<file path="src/rtl/rsa_pkg.sv">
// Shared types and constants for the RSA job scheduler.
package rsa_pkg;

    typedef enum logic [2:0] {
        IDLE    = 3'd0,
        ARM     = 3'd1,
        RELEASE = 3'd2,
        RUN     = 3'd3,
        DONE    = 3'd4,
        FLUSH   = 3'd5
    } sched_state_t;

    localparam int unsigned REQ_SPI   = 0;
    localparam int unsigned REQ_GPIO  = 1;
    localparam int unsigned IRQ_TMO   = 2;
    localparam int unsigned REQ_N     = 2;
    localparam int unsigned IRQ_W     = 3;
    localparam int unsigned ARM_CNT_W = 4;

    // Requester index to one-hot grant vector.
    function automatic logic [REQ_N-1:0] idx2oh(input logic idx);
        logic [REQ_N-1:0] oh;
        oh           = '0;
        oh[REQ_GPIO] = idx;
        oh[REQ_SPI]  = ~idx;
        return oh;
    endfunction

endpackage

</file>
<file path="src/rtl/rsa_rr_arb2.sv">
// Two-way round-robin arbiter: a lone request wins, a tie goes to the index that did not win last.
module rsa_rr_arb2
    import rsa_pkg::*;
(
    input  logic [REQ_N-1:0] i_req,
    input  logic             i_last,
    output logic [REQ_N-1:0] o_gnt,
    output logic             o_valid
);

    always_comb begin
        o_gnt   = i_req;
        o_valid = |i_req;
        if (&i_req) begin
            o_gnt = idx2oh(~i_last);
        end
    end

endmodule

</file>
<file path="src/rtl/rsa_job_scheduler.sv">
// Shares one rsa_unit between SPI and GPIO: arbitration, enable/clear sequencing,
// watchdog, abort and sticky interrupt status.
module rsa_job_scheduler
    import rsa_pkg::*;
#(
    parameter int unsigned TMO_W      = 16,
    parameter int unsigned CLR_CYCLES = 1
) (
    input  logic             clk,
    input  logic             rstb,
    input  logic             ena,
    input  logic [REQ_N-1:0] req,
    input  logic [REQ_N-1:0] abort,
    input  logic [TMO_W-1:0] tmo_limit,
    input  logic             eoc_rsa,
    output logic             en_rsa,
    output logic             clear_rsa,
    output logic [REQ_N-1:0] grant,
    output logic             busy,
    output logic [REQ_N-1:0] done,
    output logic [IRQ_W-1:0] irq_status,
    input  logic [IRQ_W-1:0] irq_ack,
    output logic             irq
);

    sched_state_t         r_state;
    logic [ARM_CNT_W-1:0] r_arm_cnt;
    logic [TMO_W-1:0]     r_cnt;
    logic                 r_owner;
    logic                 r_rr;
    logic                 r_en;
    logic                 r_clear;
    logic                 r_busy;
    logic                 r_irq;
    logic [REQ_N-1:0]     r_grant;
    logic [REQ_N-1:0]     r_done;
    logic [IRQ_W-1:0]     r_status;

    logic [REQ_N-1:0]     w_gnt;
    logic                 w_valid;
    logic                 w_abort_own;
    logic                 w_tmo_hit;
    logic [IRQ_W-1:0]     w_set;
    logic [IRQ_W-1:0]     w_stat_nxt;

    // r_rr holds the index that has priority on a tie; the arbiter wants the last winner.
    rsa_rr_arb2 u_arb (
        .i_req   (req),
        .i_last  (~r_rr),
        .o_gnt   (w_gnt),
        .o_valid (w_valid)
    );

    assign w_abort_own = abort[r_owner];
    assign w_tmo_hit   = (tmo_limit != '0) && (r_cnt == tmo_limit - TMO_W'(1));

    // Status set sources; a set beats an ack on the same bit.
    always_comb begin
        w_set = '0;
        if (r_state == DONE) begin
            w_set[{1'b0, r_owner}] = 1'b1;
        end
        if ((r_state == RUN) && !w_abort_own && !eoc_rsa && w_tmo_hit) begin
            w_set[IRQ_TMO] = 1'b1;
        end
        w_stat_nxt = (r_status & ~irq_ack) | w_set;
    end

    always_ff @(posedge clk or negedge rstb) begin
        if (!rstb) begin
            r_state   <= IDLE;
            r_arm_cnt <= '0;
            r_cnt     <= '0;
            r_owner   <= 1'b0;
            r_rr      <= 1'b0;
            r_en      <= 1'b0;
            r_clear   <= 1'b0;
            r_busy    <= 1'b0;
            r_irq     <= 1'b0;
            r_grant   <= '0;
            r_done    <= '0;
            r_status  <= '0;
        end else if (ena) begin
            r_status <= w_stat_nxt;
            r_irq    <= |w_stat_nxt;
            r_done   <= '0;
            case (r_state)
                IDLE: begin
                    if (w_valid) begin
                        r_state   <= ARM;
                        r_owner   <= w_gnt[REQ_GPIO];
                        r_grant   <= w_gnt;
                        r_en      <= 1'b1;
                        r_clear   <= 1'b0;
                        r_busy    <= 1'b1;
                        r_arm_cnt <= '0;
                    end
                end
                ARM: begin
                    if (w_abort_own) begin
                        r_state <= FLUSH;
                        r_en    <= 1'b0;
                        r_clear <= 1'b0;
                    end else if (r_arm_cnt == ARM_CNT_W'(CLR_CYCLES - 1)) begin
                        r_state <= RELEASE;
                        r_clear <= 1'b1;
                    end else begin
                        r_arm_cnt <= r_arm_cnt + ARM_CNT_W'(1);
                    end
                end
                RELEASE: begin
                    if (w_abort_own) begin
                        r_state <= FLUSH;
                        r_en    <= 1'b0;
                        r_clear <= 1'b0;
                    end else begin
                        r_state <= RUN;
                        r_cnt   <= '0;
                    end
                end
                RUN: begin
                    if (w_abort_own || (!eoc_rsa && w_tmo_hit)) begin
                        r_state <= FLUSH;
                        r_en    <= 1'b0;
                        r_clear <= 1'b0;
                    end else if (eoc_rsa) begin
                        r_state <= DONE;
                        r_done  <= idx2oh(r_owner);
                    end else if (r_cnt != {TMO_W{1'b1}}) begin
                        r_cnt <= r_cnt + TMO_W'(1);
                    end
                end
                DONE, FLUSH: begin
                    r_rr    <= ~r_owner;
                    r_state <= IDLE;
                    r_en    <= 1'b0;
                    r_clear <= 1'b0;
                    r_busy  <= 1'b0;
                    r_grant <= '0;
                end
                default: begin
                    r_state <= IDLE;
                    r_en    <= 1'b0;
                    r_clear <= 1'b0;
                    r_busy  <= 1'b0;
                    r_grant <= '0;
                    r_done  <= '0;
                end
            endcase
        end
    end

    assign en_rsa     = r_en;
    assign clear_rsa  = r_clear;
    assign grant      = r_grant;
    assign busy       = r_busy;
    assign done       = r_done;
    assign irq_status = r_status;
    assign irq        = r_irq;

endmodule

</file>
<file path="config.mk">
export PLATFORM = sky130hd
export DESIGN_NAME = rsa_job_scheduler
export DESIGN_NICKNAME = d
export VERILOG_FILES = /design/src/rtl/rsa_pkg.sv /design/src/rtl/rsa_rr_arb2.sv /design/src/rtl/rsa_job_scheduler.sv
export SDC_FILE = /design/constraint.sdc
export NUM_CORES = 1
export LEC_CHECK = 0
export BUFFER_PORTS_ARGS = -buffer_cell sky130_fd_sc_hd__buf_2
export CORE_ASPECT_RATIO = 1.75
export CORE_MARGIN = 2
export CORE_UTILIZATION = 45
export CTS_BUF_LIST = sky130_fd_sc_hd__clkbuf_8
export CTS_CLUSTER_DIAMETER = 60
export DETAILED_ROUTE_END_ITERATION = 6
export PLACE_DENSITY = 0.61
export SLEW_MARGIN = 5
export SYNTH_ARGS = -nofsm -noshare
export SYNTH_HDL_FRONTEND = slang
export SYNTH_SLANG_ARGS = --single-unit
</file>
<file path="constraint.sdc">
create_clock -name clk -period 3.38 [get_ports clk]
set_input_delay 0.676 -clock clk [delete_from_list [all_inputs] [get_ports clk]]
set_output_delay 0.676 -clock clk [all_outputs]
set_load 0.05 [all_outputs]
</file>
======== After elaboration in Yosys (flattened, before gate mapping) ========
Cells that the tools add are included.
word-level totals
  output and inout port bits .............. 11
  bits of input ports ..................... 27
  register bits after elaboration ......... 36
operators by class
  magnitude comparators ................... 3
  reduce and logical (&&, ||, !) cells .... 28
  bitwise operators ....................... 6
  mux-type cells .......................... 37
  equal/unequal tests ..................... 19
  $add $sub $neg .......................... 3
operators with widths
  kind                                                                  number
  16-bit 2-to-1 mux                                                     4
  16-bit case mux with 2 select lines                                   1
  3-bit 2-to-1 mux                                                      6
  16-bit by 1-bit adder with 16-bit output, second input constant       1
  16-bit == test                                                        1
  16-bit != test, second input constant                                 1
  16-bit nonzero test                                                   1
  16-bit by 1-bit subtractor with 16-bit output, second input constant  1
  2-bit 2-to-1 mux                                                      6
  4-bit 2-to-1 mux                                                      3
  2-bit != test, second input constant                                  6
  3-bit case mux with 4 select lines                                    1
  1-bit 2-to-1 mux                                                      10
  5-bit AND reduction                                                   2
  2-bit by 1-bit != test with 1-bit output, second input constant       4
  4-bit case mux with 2 select lines                                    1
  4-bit AND reduction                                                   2
  3-bit by 2-bit == test with 1-bit output, second input constant       2
  3-bit == test, second input constant                                  2
  1-bit logical AND                                                     6
  3-bit AND reduction                                                   2
  6-bit AND reduction                                                   1
  2-bit OR reduction                                                    3
  3-bit OR reduction                                                    2
  22 further kinds                                                      27

======== Longest topological paths before layout ========
Gate-level depths: netlist (run 1).
  word-level depth ........................ 9
  depth in mapped cells ................... 11

======== Cells and area by module ========
A second synthesis (run 1) with hierarchy kept.
unflattened totals
  cells, all modules ...................... 310
  area, all modules ....................... 2682.6 µm²
by module, submodules not included
  module             area an instance (µm²)  seq. area each (µm²)  cells an instance  times used
  rsa_job_scheduler  2657.5                  900.9                 306                1
  rsa_rr_arb2        25.0                    0.0                   4                  1

======== Least setup slack after synthesis (run 1) ========
OpenSTA, ideal clock, no wires.
  path kind ............................... input-to-reg
  start ................................... input port tmo_limit[0]
  end ..................................... register r_en (netlist: en_rsa)
  path slack .............................. 0.115 ns
  required time ........................... 3.262 ns
  data arrival time ....................... 3.147 ns
  stages .................................. 10
  cell sequence ........................... inv_1 > ha_1 > or4b_4 > or2_0 > a2111oi_0 > o211ai_1 > nor4_4 > buf_6 > o21ai_0 > a21o_1
between the ends
  word-level cells in the longest chain between the ends .. 7
  elaborated cells on any way between the ends .. 8
RTL lines
  item                                                  line                      source
  start, declared                                       rsa_job_scheduler.sv:14   input logic [TMO_W-1:0] tmo_limit,
  16-bit by 1-bit subtractor with 16-bit output         rsa_job_scheduler.sv:55   assign w_tmo_hit = (tmo_limit != '0) && (r_cnt == tmo_limit - TMO_W'(1));
  16-bit == test                                        rsa_job_scheduler.sv:55
  1-bit logical AND *                                   rsa_job_scheduler.sv:55
  1-bit logical AND *                                   rsa_job_scheduler.sv:122  if (w_abort_own || (!eoc_rsa && w_tmo_hit)) begin
  1-bit logical OR *                                    rsa_job_scheduler.sv:122
  2-bit by 1-bit != test with 1-bit output (no line) *  -
  4-bit AND reduction (no line) *                       -
  end signal, assigned                                  rsa_job_scheduler.sv:124  r_en <= 1'b0;
  end signal, assigned                                  rsa_job_scheduler.sv:136  r_en <= 1'b0;
  end signal, assigned                                  rsa_job_scheduler.sv:143  r_en <= 1'b0;
  end, declared                                         rsa_job_scheduler.sv:31   logic r_en;
Every way passes the cells marked *; elsewhere a longest branch is shown, timed or not.
A chain may end at the register's enable or synchronous reset.

======== Final worst setup path (run 1) ========
  start ................................... input port tmo_limit[5]
  end ..................................... register r_cnt[7]
between the ends
  word-level cells in the longest chain between the ends .. 7
  elaborated cells on any way between the ends .. 8
RTL lines
  item                                           line                      source
  16-bit by 1-bit subtractor with 16-bit output  rsa_job_scheduler.sv:55
  16-bit == test                                 rsa_job_scheduler.sv:55
  1-bit logical AND *                            rsa_job_scheduler.sv:55
  1-bit logical AND *                            rsa_job_scheduler.sv:122
  1-bit logical OR *                             rsa_job_scheduler.sv:122
  2-bit != test (no line) *                      -
  6-bit AND reduction (no line) *                -
  end signal, assigned                           rsa_job_scheduler.sv:130  r_cnt <= r_cnt + TMO_W'(1);
  end, declared                                  rsa_job_scheduler.sv:28   logic [TMO_W-1:0] r_cnt;
Marks and branches as above.

==> results of run 1 <==
==> per-stage QoR <==
| step | cells | setup WS (ps) | total power (uW) |
|---|---|---|---|
| floorplan | 316 | 115 | 1090 |
| finish | 449 | 159 | 1590 |
| CTS | 449 | 203 | 1610 |
| global route | 449 | 55.0 | 1700 |
| detailed placement | 441 | -92.5 | 1280 |
| global placement | 441 | -79.6 | 1270 |
==> kinds of logic after synthesis <==
logic type / share of synthesized area
AND/OR/NAND/NOR: 0.291
AO/OA/AOI/OAI: 0.213
flip-flops: 0.334
buffers and inverters: 0.0441
XOR/XNOR: 0.0585
multiplexers: 0.0367
adder cells (fa/ha/maj): 0.0232
==> Yosys cell counts (5+ instances only) <==
| cell type | instances | share of area |
|---|---|---|
| inv_1 | 12 | 0.017 |
| ha_1 | 5 | 0.023 |
| or3_1 | 6 | 0.014 |
| nand4_1 | 6 | 0.014 |
| o31ai_1 | 17 | 0.047 |
| xnor2_1 | 6 | 0.019 |
| a21o_1 | 5 | 0.014 |
| nor2_1 | 22 | 0.031 |
| mux2_2 | 7 | 0.029 |
| dfrtp_1 | 36 | 0.33 |
| nand3_1 | 9 | 0.017 |
| nor3_1 | 9 | 0.017 |
| or2_2 | 5 | 0.012 |
| o21ai_0 | 13 | 0.024 |
| xor2_1 | 12 | 0.039 |
| and3_1 | 5 | 0.012 |
| clkbuf_1 | 9 | 0.013 |
| nand2_1 | 33 | 0.046 |
| a21oi_1 | 22 | 0.041 |
| or4_1 | 21 | 0.058 |
==> path summary, 6_finish.rpt <==
path	from	cells after the start	slack (ps)	end
worst min-delay path	rstb	1	480	irq_status[2]$_DFFE_PN0P_
worst min register to register	en_rsa$_DFFE_PN0P_	1	480	en_rsa$_DFFE_PN0P_
min in group clk	en_rsa$_DFFE_PN0P_	1	480	en_rsa$_DFFE_PN0P_
worst max register to register	r_cnt[12]$_DFFE_PN0P_	9	340	r_cnt[7]$_DFFE_PN0P_
max in group asynchronous	rstb	1	2370	en_rsa$_DFFE_PN0P_
worst max-delay path	tmo_limit[5]	9	160	r_cnt[7]$_DFFE_PN0P_
==> where the power goes <==
| part | switching (uW) | internal [uW] | total (uW) |
|---|---|---|---|
| Clock | 154 | 163 | 317 |
| Sequential | 114 | 518 | 633 |
| Combinational | 409 | 231 | 641 |
| Total | 678 | 912 | 1590 |
==> flip-flops by register name (all words and copies together) (netlist names) <==
name and count:
r_state 3, irq_status 3, r_arm_cnt 4, clear_rsa 1, r_rr 1, grant 2
busy 1, done 2, en_rsa 1, r_owner 1, r_cnt 16, irq 1
==> area by class of cell <==
| type | instances | area, um2 | share of cell area |
|---|---|---|---|
| Clock buffer | 6 | 82.6 | 0.0260 |
| Clock inverter | 2 | 10.0 | 0.00315 |
| Inverter | 12 | 45.0 | 0.0142 |
| Multi-Input combinational cell | 255 | 1680 | 0.530 |
| Sequential cell | 36 | 901 | 0.284 |
| Tap cell | 78 | 97.6 | 0.0307 |
| Timing Repair Buffer | 60 | 358 | 0.113 |
==> metal layers <==
layer	part of all wire	GRT usage	vias up
li1	-	-	1297
met1	0.38	0.228	1259
met2	0.56	0.428	63
met3	0.028	0.0233	11
met4	0.024	0.0794	0
met5	0	0	-
==> what timing repair did <==
item	in CTS	in global routing
hold buffers	0	0
resized for setup	0	1
endpoints found under the setup margin	0	1
==> run_results.csv, run 1 <==
group,metric,value,unit
layout,finalInstanceArea,3180,um2
worst_setup_path,cp_top_family,"simple AND/OR/NAND/NOR gates",
route,routedWlPerCell,15.9,um
worst_setup_path,cp.buffers_inverters,2,
worst_setup_path,crit_top_cell,"or4_1",
clocking,max-clock-path-buffers,2,
timing,min_period,3220,ps
logic_synthesis,synth_seq_cells,36,
status,status,"complete, no violations",
die,ios,38,
grt,grt_pass1_wl,11500,um
worst_setup_path,cp.required,3520,ps
clocking,h-tree-depth,2,
die,coreArea,5830,um2
logic_synthesis,yosysUniqueCellTypes,61,
layout,fillers,583,
timing,skew,10.9,ps
power,p_leak,0.00138,uW
route,drtPass1Iterations,6,
clocking,path_clk_slew,80,ps
die,row_count,37,
grt,grt_pass1_vias,2477,
clocking,cts_buffers,5,
die,dieArea,6650,um2
layout,antenna_cells,0,
logic_synthesis,synth.net_count,348,
logic_synthesis,ys_warn_count,0,
layout,final_common_cell,"buf_2",
clocking,post_cts_buffers,0,
power,power.density,500,nW/um2
grt,grt_use_total,0.216,
worst_setup_path,crit_type,"input pin to flop",
grt,grt-ovfl-total,0,
grt,antenna_found_initial,0,
power,vdd_drop_max,0.418,mV
die,start_util,0.462,
worst_setup_path,crit_slowest_cell,"or4_1",
timing,rsz0062_at_grt,"no",
flow_run,cap_violations,0,
logic_synthesis,postSynthCellCount,316,
clocking,clock-sinks,36,
place,gp_congestion,0.846,
route,drc,0,
place,port_buffers,37,
timing,final_hold_viol_count,0,
layout,num-nets-final,402,
timing,fmax,0.310,GHz
timing,worst_pin_slew,832,ps
timing,final.setup.tns,0,ps
timing,holdWs,481,ps
worst_hold_path,min_path_type,"input pin to async pin",
layout,syn_to_final_growth,17.8,%
logic_synthesis,synth-async-reset-ratio,1.00,
route,wl,7150,um
place,hpwl,5480,um
clocking,cts-root-buf,"clkbuf_8",
timing,relSlewSlack,0.441,
layout,final_cell_mix,"buf_2 (37), dfrtp_1 (36), nand2_1 (33)",
route,drtIter0Drc,187,
route,viasPerCell,5.86,
grt,grt_max_degree,37,
logic_synthesis,ys.flop_type,"dfrtp_1",
route,route.vias.total,2630,
worst_setup_path,crit_chain,"buf_2 > or4_1 > or3_1 > or4_1 > a22o_1 > nor4_4 > buf_4 > or4_1 > a21oi_1",
worst_setup_path,crit_path_start_kind,"input pin",
route,ant_nets,0,
worst_setup_path,cp-end-kind,"flop",
logic_synthesis,synth_seq_area_share,0.334,
timing,drv_slew,0,
logic_synthesis,synth_edf_count,0,
logic_synthesis,syn_area_per_cell,8.53,um2
die,die_h,106,um
worst_setup_path,worstPathMaxFanout,18,
place,placed_area,3080,um2
die,fp.dieW,62.5,um
layout,utilization,0.545,
worst_setup_path,slowest_delay,540,ps
timing,fin_crit_sh,0.953,
clocking,clock_latency,290,ps
timing,setup-violations-final,0,
logic_synthesis,netlist_area,2700,um2
worst_setup_path,crit_arrival,3360,ps
layout,drive_gt1_frac,0.229,
clocking,cts_tree,"built",
No activity file was read; power rests on OpenSTA's default activity.
==> run 2: changes to the inputs <==
==> constraint.sdc (replaced) <==
create_clock -name clk -period 4 [get_ports clk]
set_input_delay 0.8 -clock clk [delete_from_list [all_inputs] [get_ports clk]]
set_output_delay 0.8 -clock clk [all_outputs]
set_load 0.05 [all_outputs]
==> run 2 against run 1 <==
Effect of this change: clock-buffer cell count is the same; utilization shrank 2.7 points; flip-flop and latch count is the same; sequential share of layout area grew 1.5 points; non-clock buffer count shrank 20; worst hold slack gained 2.1 ps; total power shrank 17%; largest cell class unchanged.
==> run_results.csv, run 2 (same netlist as run 1, synthesis figures left out) <==
group,metric,value,unit
status,status,"complete, no violations",
layout,final_cell_mix,"buf_2 (37), dfrtp_1 (36), nand2_1 (33)",
layout,utilization,0.517,
flow_run,cap_violations,0,
timing,final_hold_viol_count,0,
grt,grt_max_degree,37,
route,viasPerCell,5.94,
route,wl,6870,um
power,p_int,759,uW
clocking,clock_latency,290,ps
timing,drv_slew,0,
timing,setup-violations-final,0,
timing,setup_slack,550,ps
die,start_util,0.462,
worst_setup_path,crit_path_start_kind,"input pin",
timing,skew,7.50,ps
clocking,max-clock-path-buffers,2,
timing,fmax,0.290,GHz
power,p_leak,0.00128,uW
die,ios,38,
layout,reg_top3,"r_cnt (16), r_arm_cnt (4)",
layout,syn_to_final_growth,11.9,%
worst_setup_path,crit_type,"input pin to flop",
clocking,path_clk_slew,70,ps
clocking,post_cts_buffers,0,
grt,antenna_found_initial,0,
timing,min_period,3450,ps
clocking,cts_hold_buf,0,
route,routedWlPerCell,16.0,um
die,die_h,106,um
power,p_seq_frac,0.406,
place,port_buffers,37,
timing,rsz0062_at_grt,"no",
layout,drive_gt1_frac,0.177,
worst_setup_path,cp.required,4200,ps
grt,grt_pass1_wl,11400,um
route,route.vias.total,2549,
place,hpwl,5270,um
worst_hold_path,min_path_type,"flop to flop",
power,clkPwrFrac,0.198,
grt,grt_pass1_vias,2440,
layout,antenna_cells,0,
die,coreArea,5830,um2
place,gp_congestion,0.813,
power,power_switching,567,uW
timing,relSlewSlack,0.438,
worst_setup_path,crit_arrival,3650,ps
grt,grt_use_total,0.216,
die,dieArea,6650,um2
timing,worst_pin_slew,843,ps
route,drc,0,
power,power_frac_comb,0.396,
timing,final.setup.tns,0,ps
timing,holdWs,483,ps
grt,grt-ovfl-total,0,
layout,largest_reg_flops,16,
die,row_count,37,
place,dp.cells,421,
route,drtIter0Drc,84,
worst_setup_path,cp-end-kind,"flop",
timing,fin_crit_sh,0.863,
power,switching_share,0.428,
power,power.density,439,nW/um2
clocking,cts-root-buf,"clkbuf_8",
clocking,clock-sinks,36,
route,drtPass1Iterations,4,
route,ant_nets,0,
power,vdd_drop_max,0.327,mV
layout,num-nets-final,382,
clocking,h-tree-depth,2,
worst_setup_path,worstPathMaxFanout,15,
clocking,cts_resized,0,
place,place_ws,208,ps
layout,final_common_cell,"buf_2",
layout,fin_cells,429,
layout,top_register,"r_cnt",
die,fp.dieW,62.5,um
clocking,cts_buffers,5,
clocking,cts_tree,"built",
-- run 2: changes by cell type in the layout (fill, tap and decap cells not counted), sizes merged --
cell | previous run | this run
buf | 60 | 40
clkinv | 2 | 0
inv | 12 | 14
-- run 2: critical path, stage by stage --
cell and delay (ps):
buf_2 130, inv_1 80, ha_1 260, or4b_4 530
or2_0 240, a2111oi_0 520, o211ai_1 230, nor4_4 310
buf_4 250, nor2_1 90, o21ai_0 210
-- run 2: final timing paths --
| kind | from | endpoint | slack, ps | cells after the start |
|---|---|---|---|---|
| max | tmo_limit[0] | r_cnt[0]$_DFFE_PN0P_ | 550 | 11 |
| min | busy$_DFFE_PN0P_ | busy$_DFFE_PN0P_ | 480 | 1 |
| max reg2reg | r_cnt[12]$_DFFE_PN0P_ | r_cnt[0]$_DFFE_PN0P_ | 1040 | 8 |
| min reg2reg | busy$_DFFE_PN0P_ | busy$_DFFE_PN0P_ | 480 | 1 |
| max in group asynchronous | rstb | r_arm_cnt[2]$_DFFE_PN0P_ | 2850 | 1 |
| min in group asynchronous | rstb | irq_status[2]$_DFFE_PN0P_ | 600 | 1 |
-- run 2: power groups by stage --
stage	sequential (uW)	combinational, uW	clock [uW]
global placement	541	526	0
CTS	537	533	274
floorplan	624	301	0
finish	539	525	262
global route	550	576	290
detailed placement	544	530	0
-- run 2: routing by layer --
layer,part of all wire,GRT usage,vias to the layer above
met5,0,0,-
met4,0.035,0.111,0
met3,0.027,0.0317,18
met2,0.55,0.403,48
li1,-,-,1260
met1,0.39,0.232,1223
-- run 2: through the flow --
stage          cell area, um2  total power, uW
2_1_floorplan            2700              925
3_3_place_gp             2930             1070
3_5_place_dp             2930             1070
4_1_cts                  3020             1340
5_1_grt                  3020             1420
6_report                 3020             1330
-- run 2: cell type report --
type / instances / area [um2]
fill: 616 / 2820
multi-input combinational: 255 / 1680
sequential: 36 / 901
timing repair buffer: 40 / 208
tap: 78 / 97.6
clock buffer: 6 / 82.6
inverter: 12 / 45.0
clock inverter: 2 / 7.51
==> run 3: changes to the inputs <==
--- a/config.mk
+++ b/config.mk
@@ -12,6 +12,7 @@
 export CTS_BUF_LIST = sky130_fd_sc_hd__clkbuf_8
 export CTS_CLUSTER_DIAMETER = 60
 export DETAILED_ROUTE_END_ITERATION = 6
+export MAX_ROUTING_LAYER = met4
 export PLACE_DENSITY = 0.61
 export SLEW_MARGIN = 5
 export SYNTH_ARGS = -nofsm -noshare
==> run 3 against run 2 <==
Effect of this change: total power about the same; sequential share of layout area is the same; first-iteration DRC count grew 7.1%; utilization did not move; flip-flop and latch count unchanged; clock skew is essentially flat; critical path type unchanged; critical endpoint unchanged; largest cell class unchanged; highest routed layer unchanged.
==> run_results.csv, run 3 (same netlist as run 1, synthesis figures left out) <==
group,metric,value,unit
timing,setup-violations-final,0,
clocking,cts_resized,0,
worst_setup_path,crit_arrival,3650,ps
timing,final.setup.tns,0,ps
place,dp.cells,421,
route,routedWlPerCell,16.0,um
die,dieArea,6650,um2
timing,min_period,3450,ps
timing,final_hold_viol_count,0,
route,wl_met2,3740,um
layout,reg_top3,"r_cnt (16), r_arm_cnt (4)",
grt,grt_max_degree,37,
timing,fmax,0.290,GHz
clocking,clock_latency,290,ps
flow_run,cap_violations,0,
worst_setup_path,cp.required,4200,ps
route,route.vias.total,2540,
place,port_buffers,37,
power,power.density,439,nW/um2
clocking,h-tree-depth,2,
route,top_layer,"met4",
die,start_util,0.462,
timing,rsz0062_at_grt,"no",
route,ant_nets,0,
status,status,"complete, no violations",
worst_setup_path,cp-end-kind,"flop",
grt,grt-ovfl-total,0,
grt,grt_pass1_wl,11400,um
route,wl_met3,177,um
clocking,cts_tree,"built",
die,coreArea,5830,um2
route,wl,6860,um
die,ios,38,
place,gp_congestion,0.825,
worst_setup_path,crit_chain,"buf_2 > inv_1 > ha_1 > or4b_4 > or2_0 > a2111oi_0 > o211ai_1 > nor4_4 > buf_4 > nor2_1 > o21ai_0",
clocking,cts_hold_buf,0,
route,wl_met1,2690,um
worst_setup_path,cp_top_family,"simple AND/OR/NAND/NOR gates",
route,viasPerCell,5.92,
clocking,post_cts_buffers,0,
clocking,max-clock-path-buffers,2,
layout,final_cell_mix,"buf_2 (37), dfrtp_1 (36), nand2_1 (33)",
grt,grt_pass1_vias,2431,
layout,fin_cells,429,
clocking,path_clk_slew,70,ps
worst_setup_path,cp.buffers_inverters,3,
timing,fin_crit_sh,0.862,
clocking,clock-sinks,36,
worst_setup_path,slowest_delay,530,ps
route,drc,0,
layout,syn_to_final_growth,11.9,%
power,vdd_drop_max,0.327,mV
layout,final_common_cell,"buf_2",
worst_setup_path,crit_type,"input pin to flop",
power,total_power,1330,uW
route,drtPass1Iterations,4,
clocking,cts-root-buf,"clkbuf_8",
grt,grt_use_total,0.222,
timing,skew,8.00,ps
layout,num-nets-final,382,
layout,drive_gt1_frac,0.177,
grt,antenna_found_initial,0,
clocking,cts_buffers,5,
die,row_count,37,
die,fp.dieW,62.5,um
route,drtIter0Drc,90,
place,place_ws,208,ps
power,p_leak,0.00128,uW
place,placed_area,2930,um2
layout,top_register,"r_cnt",
die,die_h,106,um
place,hpwl,5270,um
timing,relSlewSlack,0.440,
layout,finalInstanceArea,3020,um2
worst_setup_path,crit_path_start_kind,"input pin",
timing,worst_pin_slew,833,ps
timing,drv_slew,0,
worst_setup_path,worstPathMaxFanout,15,
worst_setup_path,crit_slowest_cell,"or4b_4",
layout,antenna_cells,0,
worst_hold_path,min_path_type,"flop to flop",
timing,setup_slack,552,ps
layout,largest_reg_flops,16,
[run 3: cell counts in the layout (fill, tap and decap cells not counted)]
Identical to the previous run, type by type.
[run 3: final timing paths]
kind | cells after the start | slack, ps | start | endpoint
worst max-delay path | 11 | 550 | tmo_limit[0] | r_cnt[0]$_DFFE_PN0P_
worst min-delay path | 1 | 480 | busy$_DFFE_PN0P_ | busy$_DFFE_PN0P_
worst max register to register | 8 | 1040 | r_cnt[12]$_DFFE_PN0P_ | r_cnt[0]$_DFFE_PN0P_
worst min register to register | 1 | 480 | busy$_DFFE_PN0P_ | busy$_DFFE_PN0P_
max in group asynchronous | 1 | 2850 | rstb | r_arm_cnt[2]$_DFFE_PN0P_
min in group asynchronous | 1 | 600 | rstb | irq_status[2]$_DFFE_PN0P_
[run 3: stage by stage]
step / hold WS [ps] / utilization
2_1_floorplan: 490 / -
3_3_place_gp: 459 / 0.502
3_5_place_dp: 468 / 0.502
4_1_cts: 487 / 0.517
5_1_grt: 494 / 0.517
6_report: 483 / 0.517
[run 3: layer usage]
metal | track usage | up-vias
met2 | 0.402 | 47
li1 | - | 1260
met3 | 0.0317 | 20
met5 | - | -
met4 | 0.111 | 0
met1 | 0.233 | 1213
[run 3: cell type report]
| cell class | count | area [um2] |
|---|---|---|
| fill | 616 | 2820 |
| multi-input combinational | 255 | 1680 |
| sequential | 36 | 901 |
| timing repair buffer | 40 | 208 |
| tap | 78 | 97.6 |
| clock buffer | 6 | 82.6 |
| inverter | 12 | 45.0 |
| clock inverter | 2 | 7.51 |
[run 3: power by group]
group	internal [uW]	switching, uW
clock	135	127
sequential	438	100
combinational	185	340
total	759	567
